### src/rtl/booth_mult_seq.sv
// Sequencer for a shared radix-4 Booth partial-product stage: walks the multiplier
// MSB-first, one digit per ISSUE/CAPTURE pair, accumulating acc = 4*acc + digit*a.
// Returns the signed product with a one-cycle done pulse; clr aborts to IDLE at any time.
module booth_mult_seq #(
  parameter int A_W = 12,
  parameter int B_W = 12,
  parameter int P_W = 24
) (
  input  logic           clk,
  input  logic           rst_n,
  input  logic           start,
  input  logic           clr,
  input  logic [A_W-1:0] a,
  input  logic [B_W-1:0] b,
  output logic           busy,
  output logic           done,
  output logic [P_W-1:0] product,
  output logic           a_ovf,
  output logic           err,
  output logic           st_en,
  output logic [2:0]     st_mult_1,
  output logic [A_W-1:0] st_mult_2,
  output logic [P_W-1:0] st_mult_pre,
  input  logic           st_rdy,
  input  logic [P_W-1:0] st_mult_next
);

  // Number of Booth digits and the width of the digit index.
  localparam int ND  = B_W / 2;
  localparam int K_W = (ND > 1) ? $clog2(ND) : 1;

  // Most negative multiplicand: the stage cannot negate it.
  localparam logic [A_W-1:0] A_MIN = {1'b1, {(A_W-1){1'b0}}};

  typedef enum logic [1:0] {
    IDLE    = 2'd0,
    ISSUE   = 2'd1,
    CAPTURE = 2'd2,
    DONE    = 2'd3
  } state_t;

  state_t         state;
  state_t         state_nxt;

  logic [A_W-1:0] a_q;
  logic [B_W-1:0] b_q;
  logic [P_W-1:0] acc;
  logic [K_W-1:0] k;

  // Multiplier with the implicit b[-1] = 0 appended below the LSB.
  logic [B_W:0]   b_ext;
  logic [2:0]     window;
  logic           accept;

  assign b_ext  = {b_q, 1'b0};

  // A start is taken only in IDLE and only when no abort is requested.
  assign accept = (state == IDLE) && start && !clr;

  // Select the 3-bit Booth window for the current digit index.
  always_comb begin
    window = 3'b000;
    for (int i = 0; i < ND; i++) begin
      if (k == K_W'(i)) begin
        window = b_ext[2*i +: 3];
      end
    end
  end

  // State register.
  always_ff @(posedge clk or negedge rst_n) begin
    if (!rst_n) begin
      state <= IDLE;
    end else begin
      state <= state_nxt;
    end
  end

  // Next-state logic; clr overrides every transition.
  always_comb begin
    state_nxt = state;
    case (state)
      IDLE: begin
        if (accept) begin
          state_nxt = ISSUE;
        end
      end
      ISSUE: begin
        state_nxt = CAPTURE;
      end
      CAPTURE: begin
        if (!st_rdy) begin
          state_nxt = IDLE;
        end else if (k == '0) begin
          state_nxt = DONE;
        end else begin
          state_nxt = ISSUE;
        end
      end
      DONE: begin
        state_nxt = IDLE;
      end
      default: begin
        state_nxt = IDLE;
      end
    endcase
    if (clr) begin
      state_nxt = IDLE;
    end
  end

  // Operand capture, accumulation, digit countdown, result and status flags.
  always_ff @(posedge clk or negedge rst_n) begin
    if (!rst_n) begin
      a_q     <= '0;
      b_q     <= '0;
      acc     <= '0;
      k       <= '0;
      product <= '0;
      a_ovf   <= 1'b0;
      err     <= 1'b0;
    end else if (!clr) begin
      case (state)
        IDLE: begin
          if (start) begin
            a_q   <= a;
            b_q   <= b;
            acc   <= '0;
            k     <= K_W'(ND - 1);
            err   <= 1'b0;
            a_ovf <= (a == A_MIN);
          end
        end
        CAPTURE: begin
          if (st_rdy) begin
            acc <= st_mult_next;
            if (k == '0) begin
              // product only changes on entry to DONE
              product <= st_mult_next;
            end else begin
              k <= k - 1'b1;
            end
          end else begin
            // stage did not answer: abandon the operation, keep acc as is
            err <= 1'b1;
          end
        end
        default: begin
        end
      endcase
    end
  end

  // Status and stage-interface outputs; stage operands are held at 0 while idle.
  always_comb begin
    busy        = (state != IDLE);
    done        = (state == DONE);
    st_en       = (state == ISSUE) && !clr;
    st_mult_1   = 3'b000;
    st_mult_2   = '0;
    st_mult_pre = '0;
    if (state != IDLE) begin
      st_mult_1   = window;
      st_mult_2   = a_q;
      st_mult_pre = {acc[P_W-3:0], 2'b00};
    end
  end

endmodule

### config.mk
export PLATFORM = sky130hd
export DESIGN_NAME = booth_mult_seq
export DESIGN_NICKNAME = d
export VERILOG_FILES = /design/src/rtl/booth_mult_seq.sv
export SDC_FILE = /design/constraint.sdc
export NUM_CORES = 1
export LEC_CHECK = 0
export CAP_MARGIN = 20
export CORE_UTILIZATION = 41
export CTS_CLUSTER_DIAMETER = 120
export CTS_CLUSTER_SIZE = 25
export DETAILED_ROUTE_END_ITERATION = 10
export PLACE_DENSITY = 0.76
export REMOVE_ABC_BUFFERS = 1
export SYNTH_ARGS = -nofsm -noshare
export SYNTH_HDL_FRONTEND = slang
export SYNTH_SLANG_ARGS = --single-unit
### constraint.sdc
create_clock -name clk -period 1.9 [get_ports clk]
set_clock_uncertainty 0.2 [all_clocks]
set_input_delay 0.285 -clock clk [delete_from_list [all_inputs] [get_ports clk]]
set_output_delay 0.285 -clock clk [all_outputs]
set_load 0.05 [all_outputs]
==> summary.md, run 1 <==
| Metric | Value |
|---|---|
| Status | finished, violations left |
| Failing checks | setup timing |
| WHS | 176 ps |
| Crit path max fanout | 7 |
| Root Buffer | clkbuf_8 |
| TritonCTS Buffers | 9 |
| Switching power | 0.00177 W |
| Row Count | 33 |
| Initial DRT Pass Iterations | 4 |
| # setup viols final | 63 |
| Number of buffers added on ports | 118 |
| Worst reg2reg path depth | 8 |
| Residual DRC | 0 |
| Switching share of power | 32.9% |
| Ys async rst share | 100% |
| #FFs+latches synth | 77 |
| Post-route ant nets | 0 |
| Ant diodes | 0 |
| HPWL Detailed | 6080 um |
| CTS Buffer Depth | 2 |
| Dpl ws | -261 ps |
| # Max-Cap Violations | 0 |
| Clock power frac | 24.5% |
| CP startpoint kind | flop |
| Synth Area in Compound Gates | 10.5% |
| Internal power | 0.00360 W |
| Die Span X | 94.9 um |
| Final period util | 130% |
| Post-synthesis mux area share | 16.6% |
| H-tree depth | 3 |
| Starting Density | 42.7% |
| Hold Fails Final Rpt | 0 |
| Layout cells sized above 1 | 54.3% |
| RSZ-0062 raised after global routing | true |
| Number of DRC markers in iteration 0 | 104 |
| Crit end category | output pin |
| Vias in the first global route | 3045 |
| Worst path bufs/invs | 3 |
| Vias per inst | 5.18 |
| RR Startpoint | state[0] |
| Pins Over Slew Limit | 0 |
| Arrival @ worst endpoint | 1990 ps |
| Critical path's largest stage delay | 440 ps |
| Yosys warns | 0 |
| Top-level I/O count | 121 |
| Num Clock Sinks | 77 |
| CP Cell Sequence | buf_6 > ha_4 > a221oi_2 > a22oi_1 > nor3_1 > buf_4 > buf_12 |
| Critical Setup Path Class | reg2out |
| Clock transition at the registers of the reported paths | 80 ps |
| Post-synthesis adder-cell area fraction | 1.77% |
| Final setup margin | -571 ps |
| Grt total ovfl | 0 |
| Worst-Skew Late Latency | 340 ps |
| Pwr/cell area | 867 nW/um2 |
| Reg2Reg Capture Point | b_q[3] |
| Top FF cell, synth | dfrtp_1 |
| Hold WC Path Type | in2async |
| Filler-free cell count of the finished design | 547 |
| Comb power frac | 37.7% |
| Mean post-synth cell area | 12.8 um2 |
| Post-synthesis simple-gate area fraction | 11.7% |
| Dpl cells | 506 |
| Area leader, netlist | dfrtp_1 |
| Minimum clock period | 2470 ps |
| GPL Wtd Cong | 0.862 |
| Fill count | 539 |
| Worst EP required | 1410 ps |
| R2r setup slk | -170 ps |
| Area growth syn-to-layout | 74.9% |
| Post-synthesis xor/xnor area fraction | 0% |
| Core Footprint | 8300 um2 |
| Fmax | 405 MHz |
| Synthesized area | 3540 um2 |
| Share of the synthesized area in the top cell type | 54.4% |
| Die Area | 9010 um2 |
| Register area share after synthesis | 54.4% |
| CP max-delay cell | dfrtp_2 |
| Post-layout util | 74.6% |
| Via count | 2833 |
| Antenna violations before repair | 0 |
| Final nets | 496 |
| Leakage | 2.98 nW |
| Syn Inst Count | 276 |
| Final Instance Area | 6190 um2 |
| Placed inst area | 5300 um2 |
| Routed length per placed instance | 18.7 um |
| First-pass GRT wire length | 15600 um |
| Area contributors post-synth | dfrtp_1, mux2_4, mux2_2, and2_1, a22o_1 |
| CTS tree | done |
| Flop pwr share | 37.8% |
| Largest family of logic cells by synthesized area | multiplexers |
| EDFF count, synth | 0 |
| Worst-case vdd ir drop | 598 uV |
| Detailed Route WL | 10200 um |
| Tot GR Track Use | 23.2% |
| Die Ht | 94.9 um |
| Largest net degree at the start of global routing | 35 |
| Worst path top cell family by delay | flip-flops |
| Post-synth cell types | 40 |
-- through the flow --
| stage | TNS, ps | total power [W] |
|---|---|---|
| floorplan | -22650 | 0.00290 |
| global placement | -3810 | 0.00362 |
| detailed placement | -5460 | 0.00367 |
| CTS | -10470 | 0.00531 |
| global route | -14560 | 0.00561 |
| finish | -9830 | 0.00537 |
-- placed cells by master (no fill, tap or decap), types with 2 or more instances in the layout --
cell,netlist,layout
ha_4,0,4
buf_12,0,47
mux2_4,19,40
nor2_1,7,6
buf_6,3,17
and2_4,0,35
inv_1,7,4
inv_2,2,2
o21ai_1,0,7
nor2_4,1,2
clkbuf_8,0,12
dfrtp_2,0,3
clkinv_4,0,2
a21o_1,4,4
a221oi_2,0,2
clkdlybuf4s50_1,0,51
a21oi_1,3,2
nand2b_1,2,2
conb_1,1,2
mux2_2,25,5
dfrtp_1,77,74
buf_16,0,3
buf_4,4,48
nand2_1,9,9
nor3_1,5,3
a211oi_2,0,2
a22oi_1,3,3
a22o_1,22,22
clkbuf_16,0,2
nor4_1,3,3
-- power groups by stage --
stage	registers (W)	logic [W]	clock network (W)
after CTS	0.00202	0.00195	0.00134
after detailed placement	0.00201	0.00165	0
after global placement	0.00200	0.00162	0
after global routing	0.00206	0.00214	0.00141
after floorplan	0.00218	0.000716	0
final	0.00203	0.00202	0.00132
-- sequential cells by signal (all words and copies together) (netlist names) --
name and flops:
err 1, a_q 12, b_q 12, acc 22, k 3, a_ovf 1, product 24, state 2
-- synthesized netlist by cell type, types with 2 or more instances --
cell      number
dfrtp_1       77
and2_1        35
mux2_2        25
a22o_1        22
mux2_4        19
nand2_1        9
o21ai_0        8
clkbuf_1       7
inv_1          7
nor2_1         7
ha_1           5
nor3_1         5
a21o_1         4
buf_2          4
buf_4          4
a21oi_1        3
a22oi_1        3
buf_6          3
nor4_1         3
a211oi_1       2
a221oi_1       2
buf_8          2
inv_2          2
nand2b_1       2
-- layout make-up --
type	instances	area, um2	share of cell area (%)
clock buffers	12	165	2.67
well taps	105	131	2.12
repair buffers	170	2160	34.9
clock inverters	3	43.8	0.707
flip-flops and latches	77	1930	31.2
inverters	9	46.3	0.747
multi-input cells	171	1720	27.7
-- metal layers --
layer	up-vias	share of wire (%)	GRT usage (%)	wire (um)
li1	1286	-	-	-
met1	1419	42	28.8	4290
met2	120	48	36.9	4950
met3	8	8.8	10.3	895
met4	0	0.80	5.56	82
met5	-	0	0	0
-- repair_timing --
| action | CTS | global route |
|---|---|---|
| gates resized for setup | 81 | 41 |
| hold buffers | 1 | 0 |
| setup buffers | 13 | 10 |
| hold endpoints to repair | 56 | 0 |
| cloned | 6 | 3 |
| endpoints found under the setup margin | 60 | 87 |
| pin swaps | 40 | 6 |
-- how the worst max path moves through the flow --
stage,start,to,slack (ps),depth (start not counted)
3_5_place_dp,k[1],st_mult_1[2],-260,7
6_report,k[1],st_mult_1[2],-570,7
4_1_cts,k[1],st_mult_1[2],-480,7
2_1_floorplan,k[0],st_mult_1[2],-770,5
5_1_grt,k[1],st_mult_1[2],-620,7
3_3_place_gp,k[0],st_mult_1[1],-150,8
-- worst reg2reg max path, cell delays in order, from the launching register on --
cell and delay (ps):
dfrtp_2 440, nor2_4 130, clkinv_4 100, buf_6 130, buf_6 110, nor3b_4 220, buf_12 160, clkbuf_16 160
mux2_4 300
-- kinds of logic after synthesis --
family / count (synthesis)
flops: 77
simple gates: 69
compound gates: 49
mux: 46
buf+inv: 29
fa+ha+maj: 5
other cells: 1
No activity file was read; power rests on OpenSTA's default activity.
==> inputs of run 2 (changes only) <==
--- a/config.mk
+++ b/config.mk
@@ -8,7 +8,7 @@
 export CAP_MARGIN = 20
 export CORE_UTILIZATION = 41
 export CTS_CLUSTER_DIAMETER = 120
-export CTS_CLUSTER_SIZE = 25
+export CTS_CLUSTER_SIZE = 40
 export DETAILED_ROUTE_END_ITERATION = 10
 export PLACE_DENSITY = 0.76
 export REMOVE_ABC_BUFFERS = 1
==> results of run 2 <==
Final layout, timing and power as in run 1 (identical DEF).
==> inputs of run 3 (changes only) <==
==> constraint.sdc (replaced) <==
create_clock -name clk -period 2.02 [get_ports clk]
set_clock_uncertainty 0.2 [all_clocks]
set_input_delay 0.303 -clock clk [delete_from_list [all_inputs] [get_ports clk]]
set_output_delay 0.303 -clock clk [all_outputs]
set_load 0.05 [all_outputs]
==> summary.md, run 3 (synthesized netlist as in run 1, its figures left out) <==
| Metric | Value |
|---|---|
| Most common cell after layout, fill and taps aside | dfrtp_1 (unchanged) |
| Layout cells sized above 1 | 44.2% (was 54.3%) |
| Num Clock Sinks | 77 (unchanged) |
| Worst-Skew Late Latency | 340 ps (about the same) |
| Total power | 0.00478 W (was 0.00537 W) |
| Ant diodes | 0 (unchanged) |
| Setup tns final | -991 ps (was -9830 ps) |
| Detailed Route WL | 8730 um (was 10200 um) |
| Largest Register | product (unchanged) |
| Top-level I/O count | 121 (unchanged) |
| Worst-Margin Slew | 505 ps |
| Vias per inst | 5.09 (was 5.18) |
| H-tree depth | 3 (unchanged) |
| GPL Wtd Cong | 0.855 (was 0.862) |
| Most frequent cells in the layout | dfrtp_1, clkdlybuf4s50_1, buf_12, and2_4, mux2_2 (was dfrtp_1, clkdlybuf4s50_1, buf_4, buf_12, mux2_4) |
| # setup viols final | 3 (was 63) |
| Starting Density | 42.7% (unchanged) |
| Residual DRC | 0 (unchanged) |
| Grt total ovfl | 0 (unchanged) |
| CTS tree | done (unchanged) |
| Pins Over Slew Limit | 0 (unchanged) |
| RSZ-0062 raised after global routing | true (unchanged) |
| Root Buffer | clkbuf_8 (unchanged) |
| CP max-delay cell | dfrtp_2 (unchanged) |
| Failing checks | setup timing (unchanged) |
| Antenna violations before repair | 0 (unchanged) |
| Die Area | 9010 um2 (unchanged) |
| CP Cell Sequence | ha_4 > nor2_1 > a221oi_2 > a22oi_2 > nor3_2 > buf_12 (was buf_6 > ha_4 > a221oi_2 > a22oi_1 > nor3_1 > buf_4 > buf_12) |
| Fmax | 420 MHz |
| Vias in the first global route | 2895 (was 3045) |
| Post-route ant nets | 0 (unchanged) |
| TritonCTS Buffers | 9 (unchanged) |
| Pwr/cell area | 827 nW/um2 (was 867 nW/um2) |
| Arrival @ worst endpoint | 1880 ps (was 1990 ps) |
| Area growth syn-to-layout | 63.2% (was 74.9%) |
| Worst slew margin | 66.3% |
| First-pass GRT wire length | 14200 um (was 15600 um) |
| Worst path top cell family by delay | flip-flops (unchanged) |
| Critical path's largest stage delay | 460 ps (was 440 ps) |
| Number of DRC markers in iteration 0 | 67 (was 104) |
| Row Count | 33 (unchanged) |
| Number of buffers added on ports | 118 (unchanged) |
| Initial DRT Pass Iterations | 4 (unchanged) |
| HPWL Detailed | 6120 um (was 6080 um) |
| Status | finished, violations left (unchanged) |
| Crit path max fanout | 7 (unchanged) |
| Minimum clock period | 2380 ps |
| # Max-Cap Violations | 0 (unchanged) |
| Die Span X | 94.9 um (unchanged) |
| Largest regs | product (24), acc (22) (unchanged) |
| Worst-case vdd ir drop | 411 uV (was 598 uV) |
| Final setup margin | -363 ps (was -571 ps) |
| Tot GR Track Use | 21.2% (was 23.2%) |
| Clock transition at the registers of the reported paths | 70 ps (was 80 ps) |
| CTS Buffer Depth | 2 (unchanged) |
| Core Footprint | 8300 um2 (unchanged) |
| Final nets | 471 (was 496) |
| Crit end category | output pin (unchanged) |
| Final period util | 118% |
| Largest register FFs | 24 (unchanged) |
| Largest net degree at the start of global routing | 43 (was 35) |
| Hold Fails Final Rpt | 0 (unchanged) |
| CP startpoint kind | flop (unchanged) |
| Routed length per placed instance | 16.8 um (was 18.7 um) |
| Die Ht | 94.9 um (unchanged) |
| Hold WC Path Type | in2async (unchanged) |
| Worst path bufs/invs | 1 (was 3) |
| WHS | 259 ps (was 176 ps) |
| Via count | 2653 (was 2833) |
| Dpl ws | -133 ps (was -261 ps) |
| Worst EP required | 1520 ps (was 1410 ps) |
| Leakage | 2.81 nW (was 2.98 nW) |
| Critical Setup Path Class | reg2out (unchanged) |
[run 3: power by group]
part           total (W)  internal, W  switching, W
clock network    0.00117     0.000660      0.000507
logic            0.00171     0.000836      0.000878
registers        0.00190      0.00174      0.000157
[run 3: layer usage]
metal	vias to the layer above	share of wire, %	GRT usage [%]
met1	1309	41	23.8
met3	13	8.3	7.57
li1	1231	-	-
met2	100	49	35.7
met4	0	2.0	9.97
met5	-	0	0
[run 3: layout make-up]
cell class                      count  area [um2]
Clock buffer                       13         169
Tap cell                          105         131
Fill cell                         592        2520
Clock inverter                      1        30.0
Inverter                            9        43.8
Sequential cell                    77        1930
Multi-Input combinational cell    171        1620
Timing Repair Buffer              145        1860
[run 3: final timing paths]
| path | depth (start not counted) | slack, ps | to | startpoint |
|---|---|---|---|---|
| hold / removal | 2 | 260 | product[22] | rst_n |
| hold reg to reg | 1 | 300 | a_q[11] | a_q[11] |
| min in group clk | 1 | 300 | a_q[11] | a_q[11] |
| setup / recovery | 6 | -360 | st_mult_1[1] | k[1] |
| setup reg to reg | 6 | 120 | a_q[7] | state[1] |
| max in group asynchronous | 3 | 770 | product[2] | rst_n |
[run 3: metrics by stage]
stage / util [%] / area [um2] / cells
4_1_cts: 68.7 / 5700 / 521
5_1_grt: 69.6 / 5780 / 521
3_3_place_gp: 64.0 / 5310 / 501
2_1_floorplan: - / 3400 / 257
3_5_place_dp: 64.0 / 5310 / 501
6_report: 69.6 / 5780 / 521
[run 3: timing repair]
| item | 4_1_cts | 5_1_grt |
|---|---|---|
| hold endpoints to repair | 35 | 0 |
| hold buffers | 1 | 0 |
| pin swaps | 10 | 3 |
| gates cloned | 1 | 0 |
| gates resized for setup | 58 | 29 |
| buffers inserted | 7 | 0 |
| setup endpoints to repair | 46 | 8 |
